===== config.mk =====
export PLATFORM = sky130hd
export DESIGN_NAME = mc_control_fsm_flat
export DESIGN_NICKNAME = d
export VERILOG_FILES = /design/src/rtl/mc_control_fsm_if.sv /design/src/rtl/mc_control_fsm.sv /design/src/flat_wrapper.sv
export SDC_FILE = /design/constraint.sdc
export NUM_CORES = 1
export LEC_CHECK = 0
export ABC_AREA = 1
export CORE_ASPECT_RATIO = 0.7
export CORE_MARGIN = 2
export CORE_UTILIZATION = 25
export DETAILED_ROUTE_END_ITERATION = 10
export GPL_ROUTABILITY_DRIVEN = 0
export GPL_TIMING_DRIVEN = 0
export SLEW_MARGIN = 20
export SYNTH_ARGS = -nofsm -noshare
export SYNTH_HDL_FRONTEND = slang
export SYNTH_SLANG_ARGS = --single-unit

===== constraint.sdc =====
create_clock -name Clk -period 2.1 [get_ports Clk]
set_input_delay 0.42 -clock Clk [delete_from_list [all_inputs] [get_ports Clk]]
set_output_delay 0.42 -clock Clk [all_outputs]
set_load 0.01 [all_outputs]

===== src/rtl/mc_control_fsm_if.sv =====
// Control bus between the multicycle datapath and its controller.
// master: the controller (mc_control_fsm); slave: the datapath side.
interface mc_control_fsm_if;
  logic [5:0] Op;
  logic [5:0] Funct;
  logic       Zero;
  logic       MemReady;
  logic       IorD;
  logic       IRWrite;
  logic       MemWrite;
  logic       RegDst;
  logic       MemtoReg;
  logic       RegWrite;
  logic       ALUSrcA;
  logic [1:0] ALUSrcB;
  logic [1:0] PCSrc;
  logic [2:0] ALUControl;
  logic       PCEn;
  logic       Illegal;
  logic [3:0] State;

  modport master (
    input  Op, Funct, Zero, MemReady,
    output IorD, IRWrite, MemWrite, RegDst, MemtoReg, RegWrite, ALUSrcA,
           ALUSrcB, PCSrc, ALUControl, PCEn, Illegal, State
  );

  modport slave (
    output Op, Funct, Zero, MemReady,
    input  IorD, IRWrite, MemWrite, RegDst, MemtoReg, RegWrite, ALUSrcA,
           ALUSrcB, PCSrc, ALUControl, PCEn, Illegal, State
  );
endinterface


===== src/rtl/mc_control_fsm.sv =====
// Multicycle MIPS-style main controller with registered state-only outputs.
// Define MC_JUMP_EN to support the j instruction (Op 000010).
module mc_control_fsm (
  input logic              Clk,
  input logic              Rst,
  mc_control_fsm_if.master bus
);

  typedef enum logic [3:0] {
    StFetch    = 4'd0,
    StDecode   = 4'd1,
    StMemAdr   = 4'd2,
    StMemRead  = 4'd3,
    StMemWb    = 4'd4,
    StMemWrite = 4'd5,
    StExecute  = 4'd6,
    StAluWb    = 4'd7,
    StBranch   = 4'd8,
    StAddiEx   = 4'd9,
    StAddiWb   = 4'd10,
    StJump     = 4'd11
  } state_e;

  typedef struct packed {
    logic       iord;
    logic       mem_write;
    logic       reg_dst;
    logic       mem_to_reg;
    logic       reg_write;
    logic       alu_src_a;
    logic       branch;
    logic       pc_write;
    logic [1:0] alu_src_b;
    logic [1:0] pc_src;
    logic [2:0] alu_ctrl;
  } outs_t;

  localparam logic [5:0] OpLw    = 6'b100011;
  localparam logic [5:0] OpSw    = 6'b101011;
  localparam logic [5:0] OpRtype = 6'b000000;
  localparam logic [5:0] OpBeq   = 6'b000100;
  localparam logic [5:0] OpAddi  = 6'b001000;
  localparam logic [5:0] OpJ     = 6'b000010;

  localparam logic [2:0] AluAdd = 3'b010;
  localparam logic [2:0] AluSub = 3'b110;
  localparam logic [2:0] AluAnd = 3'b000;
  localparam logic [2:0] AluOr  = 3'b001;
  localparam logic [2:0] AluSlt = 3'b111;

  state_e r_state;
  state_e w_next;
  outs_t  r_outs;
  logic   w_illegal;
  logic   w_pc_write;
  logic [2:0] w_alu_ctrl;

  // Outputs that depend on the state alone, evaluated for the state being entered.
  function automatic outs_t state_outs(input state_e s);
    outs_t o;
    o          = '0;
    o.alu_ctrl = AluAdd;
    case (s)
      StFetch:    o.alu_src_b = 2'b01;
      StDecode:   o.alu_src_b = 2'b11;
      StMemAdr:   begin o.alu_src_a = 1'b1; o.alu_src_b = 2'b10; end
      StMemRead:  o.iord = 1'b1;
      StMemWb:    begin o.mem_to_reg = 1'b1; o.reg_write = 1'b1; end
      StMemWrite: begin o.iord = 1'b1; o.mem_write = 1'b1; end
      StExecute:  o.alu_src_a = 1'b1;
      StAluWb:    begin o.reg_dst = 1'b1; o.reg_write = 1'b1; end
      StBranch: begin
        o.alu_src_a = 1'b1;
        o.alu_ctrl  = AluSub;
        o.pc_src    = 2'b01;
        o.branch    = 1'b1;
      end
      StAddiEx:   begin o.alu_src_a = 1'b1; o.alu_src_b = 2'b10; end
      StAddiWb:   o.reg_write = 1'b1;
`ifdef MC_JUMP_EN
      StJump:     begin o.pc_src = 2'b10; o.pc_write = 1'b1; end
`endif
      default:    ;
    endcase
    return o;
  endfunction

  always_comb begin
    w_next    = StFetch;
    w_illegal = 1'b0;
    case (r_state)
      StFetch:   w_next = bus.MemReady ? StDecode : StFetch;
      StDecode: begin
        case (bus.Op)
          OpLw, OpSw: w_next = StMemAdr;
          OpRtype:    w_next = StExecute;
          OpBeq:      w_next = StBranch;
          OpAddi:     w_next = StAddiEx;
`ifdef MC_JUMP_EN
          OpJ:        w_next = StJump;
`endif
          default: begin
            w_next    = StFetch;
            w_illegal = 1'b1;
          end
        endcase
      end
      StMemAdr:   w_next = (bus.Op == OpSw) ? StMemWrite : StMemRead;
      StMemRead:  w_next = bus.MemReady ? StMemWb : StMemRead;
      StMemWrite: w_next = bus.MemReady ? StFetch : StMemWrite;
      StExecute:  w_next = StAluWb;
      StAddiEx:   w_next = StAddiWb;
      default:    w_next = StFetch;
    endcase
  end

  always_ff @(posedge Clk or negedge Rst) begin
    if (!Rst) begin
      r_state <= StFetch;
      r_outs  <= state_outs(StFetch);
    end else begin
      r_state <= w_next;
      r_outs  <= state_outs(w_next);
    end
  end

  always_comb begin
    w_alu_ctrl = r_outs.alu_ctrl;
    if (r_state == StExecute) begin
      case (bus.Funct)
        6'b100010: w_alu_ctrl = AluSub;
        6'b100100: w_alu_ctrl = AluAnd;
        6'b100101: w_alu_ctrl = AluOr;
        6'b101010: w_alu_ctrl = AluSlt;
        default:   w_alu_ctrl = AluAdd;
      endcase
    end
  end

  // FETCH loads IR and PC together, only once memory has returned the word.
  assign w_pc_write = r_outs.pc_write | ((r_state == StFetch) & bus.MemReady);

  assign bus.IorD       = r_outs.iord;
  assign bus.RegDst     = r_outs.reg_dst;
  assign bus.MemtoReg   = r_outs.mem_to_reg;
  assign bus.ALUSrcA    = r_outs.alu_src_a;
  assign bus.ALUSrcB    = r_outs.alu_src_b;
  assign bus.PCSrc      = r_outs.pc_src;
  assign bus.ALUControl = w_alu_ctrl;
  assign bus.State      = r_state;

  assign bus.IRWrite  = Rst & (r_state == StFetch) & bus.MemReady;
  assign bus.MemWrite = Rst & r_outs.mem_write;
  assign bus.RegWrite = Rst & r_outs.reg_write;
  assign bus.Illegal  = Rst & w_illegal;
  assign bus.PCEn     = Rst & (w_pc_write | (r_outs.branch & bus.Zero));

endmodule


===== src/flat_wrapper.sv =====
// flat-port wrapper written by rule: the top's interface ports become plain ports
module mc_control_fsm_flat 
  (Clk, Rst, bus_Op, bus_Funct, bus_Zero, bus_MemReady, bus_IorD, bus_IRWrite, bus_MemWrite, bus_RegDst, bus_MemtoReg, bus_RegWrite, bus_ALUSrcA, bus_ALUSrcB, bus_PCSrc, bus_ALUControl, bus_PCEn, bus_Illegal, bus_State);
  mc_control_fsm_if bus_i ();
  input logic Clk;
  input logic Rst;
  input wire logic [$bits(bus_i.Op)-1:0] bus_Op;
  input wire logic [$bits(bus_i.Funct)-1:0] bus_Funct;
  input wire logic [$bits(bus_i.Zero)-1:0] bus_Zero;
  input wire logic [$bits(bus_i.MemReady)-1:0] bus_MemReady;
  output wire logic [$bits(bus_i.IorD)-1:0] bus_IorD;
  output wire logic [$bits(bus_i.IRWrite)-1:0] bus_IRWrite;
  output wire logic [$bits(bus_i.MemWrite)-1:0] bus_MemWrite;
  output wire logic [$bits(bus_i.RegDst)-1:0] bus_RegDst;
  output wire logic [$bits(bus_i.MemtoReg)-1:0] bus_MemtoReg;
  output wire logic [$bits(bus_i.RegWrite)-1:0] bus_RegWrite;
  output wire logic [$bits(bus_i.ALUSrcA)-1:0] bus_ALUSrcA;
  output wire logic [$bits(bus_i.ALUSrcB)-1:0] bus_ALUSrcB;
  output wire logic [$bits(bus_i.PCSrc)-1:0] bus_PCSrc;
  output wire logic [$bits(bus_i.ALUControl)-1:0] bus_ALUControl;
  output wire logic [$bits(bus_i.PCEn)-1:0] bus_PCEn;
  output wire logic [$bits(bus_i.Illegal)-1:0] bus_Illegal;
  output wire logic [$bits(bus_i.State)-1:0] bus_State;
  assign bus_i.Op = bus_Op;
  assign bus_i.Funct = bus_Funct;
  assign bus_i.Zero = bus_Zero;
  assign bus_i.MemReady = bus_MemReady;
  assign bus_IorD = bus_i.IorD;
  assign bus_IRWrite = bus_i.IRWrite;
  assign bus_MemWrite = bus_i.MemWrite;
  assign bus_RegDst = bus_i.RegDst;
  assign bus_MemtoReg = bus_i.MemtoReg;
  assign bus_RegWrite = bus_i.RegWrite;
  assign bus_ALUSrcA = bus_i.ALUSrcA;
  assign bus_ALUSrcB = bus_i.ALUSrcB;
  assign bus_PCSrc = bus_i.PCSrc;
  assign bus_ALUControl = bus_i.ALUControl;
  assign bus_PCEn = bus_i.PCEn;
  assign bus_Illegal = bus_i.Illegal;
  assign bus_State = bus_i.State;
  mc_control_fsm u_core (.Clk(Clk), .Rst(Rst), .bus(bus_i));
endmodule

==> flow_summary.toml, run 1 <==
[clocking]
cts_tree = "done"
ctsHtreeMaxLevel = 1
clock_sinks = 13
post-cts-setup-buffers = 0
postCtsHoldBufs = 0
root_buffer = "sky130_fd_sc_hd__clkbuf_8"
path_clk_slew_ns = 0.06
clock_latency_ns = 0.25
clock_tree.buffer_depth = 2
numCtsBuffers = 3

[pwr]
switching_share_pct = 40.3
net-switching-power_mw = 0.488
ir_worst_vdd_mv = 0.425
clock_power_share_pct = 18.9
power.sequential.fraction_pct = 30.3
total_power_mw = 1.21
pwr_density_cell_mw_per_mm2 = 886
p_leak_nw = 0.732
comb_power_share_pct = 50.9
power_report.internal_total_mw = 0.723

[logic_synthesis]
synth_top_area_share_pct = 32.8
combinational_family_with_the_most_area_after_synthesis = "simple AND/OR/NAND/NOR gates"
post_synth_xor_area_fraction_pct = 0
synth-adder-area-share_pct = 0
synth.area.top_cells = "sky130_fd_sc_hd__dfrtp_1, sky130_fd_sc_hd__nand2_1, sky130_fd_sc_hd__inv_1, sky130_fd_sc_hd__nor2_1, sky130_fd_sc_hd__nand2_2"
syn_nets = 146
synth_cells = 130
area_fraction_in_and_or_nand_and_nor_cells_after_synthesis_pct = 44.2
synthMuxAreaShare_pct = 0
post_synth_num_cell_types = 25
yosysTopAreaCell = "sky130_fd_sc_hd__dfrtp_1"
synth_compound_gate_area_share_pct = 4.51
mapped_area_um2 = 915
post_synth.cell_area_avg_um2 = 7.04
ys_seq_area_share_pct = 35.7
synth.ff_latch_count = 13
synth_warnings = 0

[hold_path]
worstHoldPathType = "in2async"

[outcome]
result_of_the_run = "finished, final reports clean"

[layout]
diodes = 0
post_route_cells_drive_above_1_share_pct = 23.2
finalCoreUtilization_pct = 38.9
nets = 185
layout-area-overhead-vs-synth_pct = 49.4
final_design_area_no_fill_mm2 = 0.00137

[placement]
detailedPlacementHpwl_mm = 1.76
place_area_mm2 = 0.00132
number_of_buffer_cells_added_on_primary_ports = 34

[setup_path]
path_max_fanout = 3
worstPathCellList = "clkdlybuf4s50_1, nor2_1, nand3_1, nand2_1, nor4_2, buf_2"
standard_cell_with_the_maximum_stage_delay_on_the_critical_path = "sky130_fd_sc_hd__clkdlybuf4s50_1"
critPathMaxStageDelay_ns = 0.50
crit_path_launch_type = "primary input"
cp-end-kind = "output pin"
worst_ep_required_time_ns = 1.68
worst-setup-path-type = "in2out"
worstPathArrival_ns = 1.60

[floorplanning]
initial_utilization_pct = 26.0
die_h_um = 54.6
die_area_mm2 = 0.00417
io_pins = 36
placeableCoreArea_mm2 = 0.00351
floorplan.die.width_um = 76.3
placement_rows = 18

[timing]
final.period_utilization_pct = 96.2
setup_repair_after_global_routing_missed_its_margin = "no"
period_needed_ns = 2.02
timing.final.max_slew_violations = 0
fmax_mhz = 495
timing.final.setup_violations = 0
finalHoldViolCount = 0
post_route_clock_skew_ns = 0.00983

[routing]
route.vias.total = 855
drt-vias-per-instance = 3.92
drtIter0Drc = 33
drcViolationCount = 0
drtAntennaViolNets = 0
dr_wl_cell_um = 9.73
detailedRoute.firstPassIterationCount = 4
wirelength_mm = 2.12

[grt]
maximum_number_of_pins_on_one_net_before_global_route_repair = 17
antenna_found_initial = 0
track_usage_pct = 10.7
global_route_wire_length_before_repair_mm = 3.40
total_overflow_reported_by_the_global_router = 0
grt_pass1_vias = 799

[job]
max_cap_violations = 0
## metal layers
metal / track usage [%] / routed length [µm]
met3: 4.46 / 105
met1: 12.4 / 991
met4: 2.42 / 0
met5: 0 / 0
met2: 18.9 / 1020
## registers in the layout, summed over array words and instances, names as in the netlist
name	flops
u_core.bus.State	4
u_core.bus.RegDst	1
u_core.bus.ALUSrcB	2
u_core.bus.ALUSrcA	1
u_core.r_outs	3
u_core.bus.MemtoReg	1
u_core.bus.IorD	1
## kinds of logic after synthesis
family | Yosys count
AOI/OAI and AO/OA | 6
and+or+nand+nor | 77
buffers and inverters | 33
DFF | 13
other | 1
## layout by cell type, fill, tap and decap left out, types with 2 or more instances in the layout
cell type / instances
sky130_fd_sc_hd__nand2_1: 30
sky130_fd_sc_hd__clkdlybuf4s50_1: 27
sky130_fd_sc_hd__inv_1: 25
sky130_fd_sc_hd__nor2_1: 19
sky130_fd_sc_hd__dfrtp_1: 10
sky130_fd_sc_hd__nand2_2: 6
sky130_fd_sc_hd__nand3_1: 5
sky130_fd_sc_hd__nor2_4: 4
sky130_fd_sc_hd__buf_4: 4
sky130_fd_sc_hd__inv_2: 3
sky130_fd_sc_hd__nor2_2: 3
sky130_fd_sc_hd__clkbuf_8: 3
sky130_fd_sc_hd__dlygate4sd2_1: 3
sky130_fd_sc_hd__a21oi_2: 2
sky130_fd_sc_hd__nand3_2: 2
sky130_fd_sc_hd__a21oi_1: 2
sky130_fd_sc_hd__nor3_1: 2
sky130_fd_sc_hd__dfrtp_2: 2
## area by class of cell
type	count	area, µm²
Timing Repair Buffer	34	329
Inverter	29	109
Multi-Input combinational cell	84	460
Sequential cell	13	329
Clock inverter	1	5.00
Tap cell	50	62.6
Buffer	4	30.0
Fill cell	373	2150
Clock buffer	3	41.3
## cell usage after synthesis
cell type                   n
sky130_fd_sc_hd__nand3_4    1
sky130_fd_sc_hd__o22ai_1    1
sky130_fd_sc_hd__nor2_4     3
sky130_fd_sc_hd__nand2_4    1
sky130_fd_sc_hd__conb_1     1
sky130_fd_sc_hd__nand3_2    2
sky130_fd_sc_hd__inv_1     25
sky130_fd_sc_hd__nand2_2    6
sky130_fd_sc_hd__a21oi_1    2
sky130_fd_sc_hd__nor2_1    19
sky130_fd_sc_hd__nor2_2     4
sky130_fd_sc_hd__nor4_1     1
sky130_fd_sc_hd__nand2_1   30
sky130_fd_sc_hd__nor3_1     2
sky130_fd_sc_hd__a21oi_2    2
sky130_fd_sc_hd__nand3_1    5
sky130_fd_sc_hd__nor3_4     1
sky130_fd_sc_hd__nor3_2     1
sky130_fd_sc_hd__dfrtp_1   12
sky130_fd_sc_hd__inv_2      3
sky130_fd_sc_hd__clkinv_1   1
sky130_fd_sc_hd__o211ai_1   1
sky130_fd_sc_hd__buf_4      4
sky130_fd_sc_hd__nand3b_1   1
sky130_fd_sc_hd__dfstp_2    1
## worst max-delay path: cells and delay by family
family                 cells  cell delay (ns)
buffers and inverters      2             0.67
AND/OR/NAND/NOR            4             0.52
## stage by stage
step	TNS, ns	instances	worst slack [ns]	hold slack, ns
final	0	218	0.0795	0.171
after global routing	0	218	0.0198	0.204
after CTS	0	218	0.0171	0.184
after detailed placement	-3.00	214	-0.761	0.698
after global placement	-2.93	214	-0.763	0.694
after floorplan	0	130	0.460	0.124
## what timing repair did
action	CTS	global route
pin swaps	0	0
setup endpoints to repair	8	3
resized for setup	16	4
gates cloned	0	0
## power groups by stage
stage / Sequential, mW / Clock [mW] / Combinational [mW]
3_3_place_gp: 0.366 / 0 / 0.612
6_report: 0.366 / 0.228 / 0.616
2_1_floorplan: 0.376 / 0 / 0.371
3_5_place_dp: 0.365 / 0 / 0.624
5_1_grt: 0.377 / 0.244 / 0.684
4_1_cts: 0.369 / 0.232 / 0.625
## worst paths after layout
kind / startpoint / slack [ns] / cells past startpoint / end
setup reg to reg: u_core.bus.State[0] / 0.73 / 9 / u_core.bus.IorD
min in group Clk: u_core.bus.State[2] / 0.70 / 3 / u_core.bus.MemtoReg
setup / recovery: bus_Op[1] / 0.08 / 6 / bus_Illegal
hold / removal: Rst / 0.17 / 1 / u_core.r_outs[2]
max in group asynchronous: Rst / 1.63 / 1 / u_core.bus.ALUSrcB[0]
hold reg to reg: u_core.bus.State[2] / 0.70 / 3 / u_core.bus.MemtoReg
(Power assumes the default switching activity.)
==> inputs of run 2 (changes only) <==
Settings changed: GPL_TIMING_DRIVEN 0 to unset.
==> flow_summary.toml, run 2 (same netlist as run 1, synthesis figures left out) <==
[setup_path]
rr_endpoint = "u_core.bus.IorD"
cp-end-kind = "output pin"
worstPathCellList = "clkdlybuf4s50_1, nor2_1, nand3_1, nand2_1, nor4_1, buf_2"
r2r.worst_path.cells = 10
crit_path_launch_type = "primary input"
critPathMaxStageDelay_ns = 0.51
reg_to_reg_start = "u_core.bus.State[2]"
worstPathArrival_ns = 1.58
worst_ep_required_time_ns = 1.68
timing.reg2reg.setup_slack_ns = 0.67
worst-setup-path-type = "in2out"
standard_cell_with_the_maximum_stage_delay_on_the_critical_path = "sky130_fd_sc_hd__clkdlybuf4s50_1"
path_max_fanout = 4

[routing]
route.vias.total = 909
drcViolationCount = 0
drtIter0Drc = 16
wl_met1_um = 940
maxUsedRoutingLayer = "met4"
wirelength_mm = 2.15
dr_wl_cell_um = 9.51
met3RoutedLength_um = 113
drt-vias-per-instance = 4.02
met2_length_mm = 1.08
drtAntennaViolNets = 0
detailedRoute.firstPassIterationCount = 4

[layout]
multi_input_gate_area_um2 = 449
nets = 193
most_frequent_cells_in_the_layout = "sky130_fd_sc_hd__nand2_1, sky130_fd_sc_hd__clkdlybuf4s50_1, sky130_fd_sc_hd__inv_1"
diodes = 0
finalCoreUtilization_pct = 40.1
layout.area.seq_um2 = 328
layout.cells.most_common = "sky130_fd_sc_hd__nand2_1"
largest_reg_flops = 4
layout-area-overhead-vs-synth_pct = 53.9
post_route_cells_drive_above_1_share_pct = 25.0
num-fill-cells = 377

[hold_path]
worstHoldPathType = "in2async"

[grt]
grt_pass1_vias = 907
maximum_number_of_pins_on_one_net_before_global_route_repair = 12
track_usage_pct = 11.6
antenna_found_initial = 0
total_overflow_reported_by_the_global_router = 0
global_route_wire_length_before_repair_mm = 3.73

[floorplanning]
io_pins = 36
placeableCoreArea_mm2 = 0.00351
placement_rows = 18
die_area_mm2 = 0.00417
initial_utilization_pct = 26.0
die_h_um = 54.6
floorplan.die.width_um = 76.3

[timing]
fmax_mhz = 500
period_needed_ns = 2.00
finalHoldViolCount = 0
setup_repair_after_global_routing_missed_its_margin = "no"
final.period_utilization_pct = 95.2
post_route_clock_skew_ns = 0.00511
timing.final.setup_violations = 0
timing.final.max_slew_violations = 0

[outcome]
result_of_the_run = "finished, final reports clean"

[pwr]
ir_worst_vdd_mv = 0.279
total_power_mw = 1.19
pwr_density_cell_mw_per_mm2 = 844
p_leak_nw = 0.774

[clocking]
clock_sinks = 13
clock_tree.buffer_depth = 2
path_clk_slew_ns = 0.05
postCtsHoldBufs = 0
post-cts-setup-buffers = 0
cts_tree = "done"
numCtsBuffers = 3
ctsHtreeMaxLevel = 1
root_buffer = "sky130_fd_sc_hd__clkbuf_8"
clock_latency_ns = 0.25

[job]
max_cap_violations = 0

[placement]
detailedPlacementHpwl_mm = 1.88
number_of_buffer_cells_added_on_primary_ports = 34
-- run 2: cell count changes in the layout (fill, tap and decap cells not counted), sizes merged --
cell,change
dlygate4sd2,+3
buf,+8
clkdlybuf4s18,-1
dlymetal6s2s,-1
clkdlybuf4s50,-1
-- run 2: repair_timing --
action	in CTS	in global routing
resized for setup	12	3
pin swaps	0	0
setup endpoints to repair	8	1
-- run 2: metal layers --
metal,GRT usage [%],up-vias
met5,0,-
met4,2.73,0
met3,4.46,5
met2,22.0,15
met1,12.7,414
li1,-,475
-- run 2: metrics by stage --
stage | TNS, ns | setup slack (ns) | cell area [µm²] | instances | hold WS, ns
3_3_place_gp | -0.799 | -0.248 | 1380 | 222 | 0.662
2_1_floorplan | 0 | 0.460 | 915 | 130 | 0.124
4_1_cts | 0 | 0.0827 | 1410 | 226 | 0.485
5_1_grt | 0 | 0.0227 | 1410 | 226 | 0.496
3_5_place_dp | -0.879 | -0.332 | 1380 | 222 | 0.653
6_report | 0 | 0.101 | 1410 | 226 | 0.481
-- run 2: worst max path at each step --
stage / from / endpoint / slack [ns] / cells after the start
after floorplan: u_core.bus.State[1] / bus_ALUControl[0] / 0.46 / 6
after global placement: bus_Op[2] / bus_Illegal / -0.25 / 6
after detailed placement: bus_Op[2] / bus_Illegal / -0.33 / 6
after CTS: bus_Funct[5] / bus_ALUControl[0] / 0.08 / 6
after global routing: bus_Funct[5] / bus_ALUControl[1] / 0.02 / 6
final: bus_Op[2] / bus_Illegal / 0.10 / 6
-- run 2: worst max-delay path, delay by kind of cell --
kind / cells / cell delay (ns)
buffers and inverters: 2 / 0.68
and+or+nand+nor: 4 / 0.46
-- run 2: cell type report --
type / instances / area share (%)
Multi-Input combinational cell: 84 / 31.9
Timing Repair Buffer: 46 / 29.3
Sequential cell: 13 / 23.3
Inverter: 29 / 7.73
Tap cell: 50 / 4.44
Clock buffer: 3 / 2.93
Clock inverter: 1 / 0.356
-- run 2: where the power goes --
part | leakage, nW | switching [mW] | total (mW) | internal (mW)
Combinational | 0.576 | 0.328 | 0.599 | 0.271
Clock | 0.0255 | 0.0953 | 0.226 | 0.131
Sequential | 0.173 | 0.0489 | 0.362 | 0.313
Total | 0.774 | 0.472 | 1.19 | 0.715
==> inputs of run 3 (changes only) <==
Settings changed: REMOVE_ABC_BUFFERS set to 1.
==> flow_summary.toml, run 3 (same netlist as run 1, synthesis figures left out) <==
[outcome]
result_of_the_run = "finished, final reports clean"

[timing]
post_route_clock_skew_ns = 0.000922
totalNegativeSetupSlack_ns = 0
setup_repair_after_global_routing_missed_its_margin = "no"
timing.final.max_slew_violations = 0
fmax_mhz = 506
timing.final.setup_violations = 0
hold_ws_ns = 0.641
final.period_utilization_pct = 94.1
finalHoldViolCount = 0
period_needed_ns = 1.98
fin_ws_ns = 0.123

[grt]
use_met3_pct = 4.62
busiest_layer = "met2"
grt_pass1_vias = 843
antenna_found_initial = 0
global_route.usage.met2_pct = 21.2
track_usage_pct = 11.5
met1_usage_pct = 12.9
total_overflow_reported_by_the_global_router = 0
global_route_wire_length_before_repair_mm = 3.71
maximum_number_of_pins_on_one_net_before_global_route_repair = 14

[setup_path]
critPathMaxStageDelay_ns = 0.48
standard_cell_with_the_maximum_stage_delay_on_the_critical_path = "sky130_fd_sc_hd__clkdlybuf4s50_1"
crit_start = "bus_Funct[2]"
worst-setup-path-type = "in2out"
cp-end-kind = "output pin"
crit_path_launch_type = "primary input"
r2r.worst_path.cells = 9
worstPathArrival_ns = 1.56
timing.reg2reg.setup_slack_ns = 0.67
worstPathCellList = "clkdlybuf4s50_1, nand2_1, nor2_1, nand3_1, o22ai_1, clkdlybuf4s15_1"
critical_path.endpoint = "bus_ALUControl[0]"
rr_endpoint = "u_core.bus.IorD"
worst_ep_required_time_ns = 1.68
path_max_fanout = 2
reg_to_reg_start = "u_core.bus.State[2]"

[floorplanning]
io_pins = 36
initial_utilization_pct = 26.0
die_area_mm2 = 0.00417
placement_rows = 18
placeableCoreArea_mm2 = 0.00351
die_h_um = 54.6
floorplan.die.width_um = 76.3

[pwr]
pwr_density_cell_mw_per_mm2 = 841
p_leak_nw = 0.805
total_power_mw = 1.21
ir_worst_vdd_mv = 0.358

[layout]
diodes = 0
nets = 193
layout-area-overhead-vs-synth_pct = 56.9
num-fill-cells = 385
largest_reg_flops = 4
most_frequent_cells_in_the_layout = "sky130_fd_sc_hd__nand2_1, sky130_fd_sc_hd__clkdlybuf4s50_1, sky130_fd_sc_hd__inv_1"
layout.cells.most_common = "sky130_fd_sc_hd__nand2_1"
post_route_cells_drive_above_1_share_pct = 25.0

[routing]
wirelength_mm = 2.28
detailedRoute.firstPassIterationCount = 6
route.vias.total = 931
dr_wl_cell_um = 10.1
drtIter0Drc = 65
drtAntennaViolNets = 0
drt-vias-per-instance = 4.12
drcViolationCount = 0

[clocking]
clock_latency_ns = 0.25
postCtsHoldBufs = 0
path_clk_slew_ns = 0.06
clock_tree.buffer_depth = 2
root_buffer = "sky130_fd_sc_hd__clkbuf_8"
numCtsBuffers = 3
ctsHtreeMaxLevel = 1
clock_sinks = 13
cts_tree = "done"

[placement]
number_of_buffer_cells_added_on_primary_ports = 34
detailedPlacementHpwl_mm = 1.86
dp_slack_ns = -0.319

[job]
max_cap_violations = 0

[hold_path]
worstHoldPathType = "in2async"
[run 3: how the worst min path moves through the flow]
stage                          end  slack, ns  cells past startpoint
2_1_floorplan   u_core.bus.ALUSrcA       0.12                      0
3_3_place_gp     u_core.bus.RegDst       0.65                      3
3_5_place_dp     u_core.bus.RegDst       0.66                      3
4_1_cts        u_core.bus.MemtoReg       0.65                      3
5_1_grt        u_core.bus.State[0]       0.68                      3
6_report         u_core.bus.RegDst       0.64                      3
[run 3: critical path, delay by kind of cell]
family / cells / cell delay, ns
AOI/OAI and AO/OA: 1 / 0.16
buffers and inverters: 2 / 0.74
and+or+nand+nor: 3 / 0.24
[run 3: report_power, final]
part	total [mW]	internal (mW)	switching, mW
sequential	0.365	0.313	0.0518
combinational	0.613	0.272	0.341
clock	0.229	0.131	0.0979
total	1.21	0.716	0.491
[run 3: stage by stage]
| step | std cells | utilization, % | cell area (µm²) |
|---|---|---|---|
| final | 226 | 40.8 | 1440 |
| after global routing | 226 | 40.8 | 1440 |
| after CTS | 225 | 40.3 | 1420 |
| after detailed placement | 220 | 38.8 | 1360 |
| after global placement | 220 | 38.8 | 1360 |
| after floorplan | 126 | - | 885 |
[run 3: cell type report]
| class | instances | area [µm²] | share of cell area, % |
|---|---|---|---|
| clock buffer | 3 | 41.3 | 2.88 |
| clock inverter | 1 | 5.00 | 0.349 |
| inverter | 29 | 109 | 7.58 |
| multi-input combinational | 84 | 460 | 32.1 |
| sequential | 13 | 328 | 22.8 |
| tap | 50 | 62.6 | 4.36 |
| timing repair buffer | 46 | 429 | 29.9 |
[run 3: timing repair]
action	in CTS	in global routing
gates resized for setup	11	6
setup endpoints to repair	8	4
buffers inserted	1	1
endpoints found under the hold margin	0	0
cloned	0	0
[run 3: routing by layer]
layer / up-vias / share of wire, %
li1: 473 / -
met1: 428 / 45
met2: 25 / 48
met3: 5 / 6.5
met4: 0 / 0.70
met5: - / 0
